### src/rtl/eager_fork_pkg.sv
// eager_fork_pkg: width helper shared by the eager fork files.
package eager_fork_pkg;

    // A dataless token still needs a one-bit vector to keep port ranges legal.
    function automatic int safe_w(input int w);
        return (w == 0) ? 1 : w;
    endfunction

endpackage

### src/rtl/eager_fork_register_block.sv
// eager_fork_register_block: pending flag for one fork output and its stall term.
module eager_fork_register_block (
    input  logic clk,
    input  logic rst,
    input  logic ins_valid,
    input  logic outs_ready,
    input  logic any_stop,
    output logic outs_valid,
    output logic stop
);

    logic pending_q;
    logic pending_d;

    always_comb begin
        outs_valid = ins_valid & pending_q;
        stop       = outs_valid & ~outs_ready;
        pending_d  = stop | ~any_stop;
    end

    always_ff @(posedge clk or posedge rst) begin
        if (rst) pending_q <= 1'b1;
        else     pending_q <= pending_d;
    end

endmodule

### src/rtl/eager_fork.sv
// eager_fork: replicates one valid/ready token to SIZE consumers, each taking it
// independently; the input is released once every output has taken it.
module eager_fork
    import eager_fork_pkg::*;
#(
    parameter int SIZE      = 2,
    parameter int DATA_TYPE = 32
) (
    input  logic                               clk,
    input  logic                               rst,
    input  logic [safe_w(DATA_TYPE)-1:0]       ins,
    input  logic                               ins_valid,
    output logic                               ins_ready,
    output logic [SIZE*safe_w(DATA_TYPE)-1:0]  outs,
    output logic [SIZE-1:0]                    outs_valid,
    input  logic [SIZE-1:0]                    outs_ready
);

    logic [SIZE-1:0] stop;
    logic            any_stop;

    for (genvar i = 0; i < SIZE; i++) begin : g_rb
        eager_fork_register_block u_rb (
            .clk        (clk),
            .rst        (rst),
            .ins_valid  (ins_valid),
            .outs_ready (outs_ready[i]),
            .any_stop   (any_stop),
            .outs_valid (outs_valid[i]),
            .stop       (stop[i])
        );
    end

    assign any_stop  = |stop;
    assign ins_ready = ~any_stop;
    assign outs      = {SIZE{ins}};

endmodule

### config.mk
export PLATFORM = sky130hd
export DESIGN_NAME = eager_fork
export DESIGN_NICKNAME = d
export VERILOG_FILES = /design/src/rtl/eager_fork_pkg.sv /design/src/rtl/eager_fork_register_block.sv /design/src/rtl/eager_fork.sv
export SDC_FILE = /design/constraint.sdc
export NUM_CORES = 1
export LEC_CHECK = 0
export ABC_AREA = 1
export BUFFER_PORTS_ARGS = -buffer_cell sky130_fd_sc_hd__buf_2
export CORE_ASPECT_RATIO = 0.6
export CORE_MARGIN = 3
export CORE_UTILIZATION = 24
export DETAILED_ROUTE_END_ITERATION = 16
export PLACE_DENSITY = 0.76
export SYNTH_ARGS = -nofsm -noshare
export SYNTH_HDL_FRONTEND = slang
export SYNTH_SLANG_ARGS = --single-unit
### constraint.sdc
create_clock -name clk -period 0.8 [get_ports clk]
set_input_delay 0.16 -clock clk [delete_from_list [all_inputs] [get_ports clk]]
set_output_delay 0.16 -clock clk [all_outputs]
set_load 0.005 [all_outputs]
==> Implementation_results.wiki <==
{| class="wikitable"
! Metric !! Value
|-
| IO Port Bufs || 7
|-
| Number of flip-flops in the largest register || 2
|-
| Gate count after technology mapping || 82
|-
| Final sum of negative setup slack || -1.567 ns
|-
| Antenna violations before repair || 0
|-
| Worst-margin pin slew || 0.1047 ns
|-
| Via count of the first global-routing pass || 236
|-
| Run status || complete, but fails checks
|-
| Core Area || 2261 um^2
|-
| Class of the tightest hold or removal check || primary input to flop
|-
| Floorplan die width || 70.58 um
|-
| Die H || 44.75 um
|-
| Path length in cells of the critical path || 4
|-
| DP Area || 192.7 um^2
|-
| Final HPWL from detailed placement || 508.9 um
|-
| Type of the setup path with the least slack || flop to output port
|-
| Worst-path cell with the longest stage delay || sky130_fd_sc_hd__dfstp_2
|-
| Total detailed-routing wirelength || 815 um
|-
| Number of cells traversed by the worst register-to-register path || 7
|-
| Initial cell density of the core || 26.56%
|-
| Cell area after synthesis || 600.6 um^2
|-
| Worst-path fanout max || 2
|-
| PD cells || 2065 nW/um^2
|-
| Boundary Pins || 104
|-
| Number of flops mapped to enable cells by yosys || 0
|-
| Dominant synthesized flop cell || sky130_fd_sc_hd__dfstp_2
|-
| Register with the highest flop count || g_rb.u_rb.pending_q
|-
| Post-Synthesis Mean Instance Area || 7.324 um^2
|-
| Worst hold path cell count || 4
|-
| DR WL/cell || 13.15 um
|-
| Post-route standard cell area excluding fillers || 290.3 um^2
|-
| Worst-case hold slack || 0.1998 ns
|-
| Placer congestion estimate || 0.6670
|-
| Maximum clock rate || 810.2 MHz
|-
| Overflow left after global routing || 0
|-
| Clock transition time at the flip-flop clock pins of the worst setup and hold paths || 0.02 ns
|-
| Flip-flop and latch count after synthesis || 2
|-
| Failing checks || setup timing
|-
| Total GRT Usage || 5.167%
|-
| Number of standard cells in the layout, taps in and fillers out || 62
|-
| Worst reg2reg setup slack || -0.30 ns
|-
| Max Cap Violations || 0
|-
| Clock buffer count from CTS || 3
|-
| Final setup violation count || 5
|-
| Endpoint kind of the worst setup timing path || output port
|-
| Max Root-Sink Buffers || 2
|-
| VDD IR-drop max || 0.4264 mV
|-
| Final max-slew violation count || 0
|-
| Clock sink count || 2
|-
| Slowest Stage Delay on Critical Path || 0.51 ns
|-
| Die area || 3158 um^2
|-
| First-iteration detailed-routing DRC count || 1
|-
| Per-cell via count in the routed design || 3.306
|-
| Routed via count || 205
|-
| Post-route setup slack || -0.4343 ns
|-
| Leakage power of the design || 0.0001483 uW
|-
| Yosys warnings || 0
|-
| Root cell of the clock tree || sky130_fd_sc_hd__clkbuf_8
|-
| Commonest cells post-synth || sky130_fd_sc_hd__buf_4 (66), sky130_fd_sc_hd__nand2_1 (6), sky130_fd_sc_hd__inv_1 (5)
|-
| Number of levels in the clock H-tree || 1
|-
| Min Tclk post-route || 1.234 ns
|-
| Cell type group with the largest total delay on the critical path || flip-flops
|-
| Drt pass-1 iters || 2
|-
| Clock tree skew after final layout || 0.003744 ns
|-
| Cell taking the most area after synthesis || sky130_fd_sc_hd__buf_4
|-
| Worst path arrival time || 1.07 ns
|-
| Pin count of the biggest net entering global routing || 3
|-
| Placement-stage worst setup slack || -0.2122 ns
|-
| Largest registers || g_rb.u_rb.pending_q x2
|-
| Clock Latency Late Sink || 0.21 ns
|-
| Sort of element at the start of the critical path || flop
|-
| NumNets Final || 71
|-
| DRC viols || 0
|-
| Hold violation total from the final report || 0
|-
| Wire length of the first global-routing pass || 1131 um
|-
| Number of antenna-violating nets in the routed design || 0
|-
| Area growth from synthesis to final layout || -51.67%
|-
| Most frequent cell after synthesis || sky130_fd_sc_hd__buf_4
|-
| Ranking of synthesized cells by area || sky130_fd_sc_hd__buf_4 (83%), sky130_fd_sc_hd__dfstp_2 (8.8%), sky130_fd_sc_hd__nand2_1 (3.8%)
|-
| Count of buffering cells on the critical path with inverters included || 1
|-
| Setup repair after global routing missed its margin || yes
|-
| Post-synth net total || 119
|-
| Required time at the worst-slack endpoint || 0.64 ns
|-
| Share of the synthesized area in the top cell type || 82.50%
|-
| Number of antenna repair diodes || 0
|-
| Fraction of final layout cells with drive strength greater than 1 || 78.13%
|-
| Max-slew headroom at the worst pin || 93.01%
|-
| Share of the clock period used by the worst path || 154.3%
|-
| List of cells traversed by the critical path || nand2_2 > nor2_2 > nor2_1 > buf_2
|-
| Placed insts || 55
|-
| Placement Rows || 13
|-
| CTS tree || done
|-
| Sequential cell area fraction in the yosys report || 8.750%
|-
| Number of different library cells in the post-synthesis netlist || 5
|-
| Fraction of synthesis flops using an asynchronous set or reset pin || 100.0%
|}
[area by class of cell]
class	count	area (um^2)
clock buffer	3	41.29
fill	257	1971
inverter	5	18.77
multi-input combinational	9	51.30
sequential	2	52.55
tap	30	37.54
timing repair buffer	13	88.84
[worst paths after layout]
kind | start | endpoint
hold / removal | outs_ready[0] | g_rb[0].u_rb.pending_q$_DFF_PP1_
max in group asynchronous | rst | g_rb[0].u_rb.pending_q$_DFF_PP1_
min in group asynchronous | rst | g_rb[1].u_rb.pending_q$_DFF_PP1_
setup reg to reg | g_rb[0].u_rb.pending_q$_DFF_PP1_ | g_rb[0].u_rb.pending_q$_DFF_PP1_
setup / recovery | g_rb[0].u_rb.pending_q$_DFF_PP1_ | ins_ready
hold reg to reg | g_rb[1].u_rb.pending_q$_DFF_PP1_ | g_rb[1].u_rb.pending_q$_DFF_PP1_
[layer usage]
layer / part of all wire (%) / global-route usage, %
met1: 20 / 3.054
met2: 44 / 3.903
met3: 34 / 11.56
met4: 1.5 / 4.120
met5: 0 / 0
[layout by cell type (no fill, tap or decap)]
cell,count
sky130_fd_sc_hd__buf_2,6
sky130_fd_sc_hd__buf_4,5
sky130_fd_sc_hd__buf_6,1
sky130_fd_sc_hd__clkbuf_8,3
sky130_fd_sc_hd__dfstp_2,2
sky130_fd_sc_hd__dlygate4sd3_1,1
sky130_fd_sc_hd__inv_1,4
sky130_fd_sc_hd__inv_2,1
sky130_fd_sc_hd__nand2_1,1
sky130_fd_sc_hd__nand2_2,5
sky130_fd_sc_hd__nor2_1,1
sky130_fd_sc_hd__nor2_2,2
[where the power goes]
group / leakage (uW) / internal (uW) / switching [uW]
Clock: 0.0000216 / 317 / 71.1
Sequential: 0.0000211 / 112 / 2.55
Combinational: 0.000106 / 53.1 / 43.1
[what timing repair did]
action,CTS,global route
pin swaps,3,3
setup endpoints to repair,5,5
setup buffers,2,3
endpoints found under the hold margin,2,0
gates resized for setup,4,5
hold buffers,1,0
[per-stage QoR]
| step | total power [uW] | utilization [%] |
|---|---|---|
| floorplan | 406.5 | - |
| global placement | 172.0 | 8.522 |
| detailed placement | 171.2 | 8.522 |
| CTS | 584.9 | 11.57 |
| global route | 634.5 | 12.84 |
| finish | 599.3 | 12.84 |
[cell families after synthesis]
logic type	Yosys count	share of synthesized area (%)
AND/OR/NAND/NOR	9	5.625
flip-flops	2	8.750
buffers and inverters	71	85.63
[tightest hold or removal path, cell delays in order]
cell                      delay, ns
sky130_fd_sc_hd__buf_2         0.09
sky130_fd_sc_hd__inv_1         0.04
sky130_fd_sc_hd__nand2_2       0.06
sky130_fd_sc_hd__nand2_2       0.04
Power figures use the tool's default switching activity.
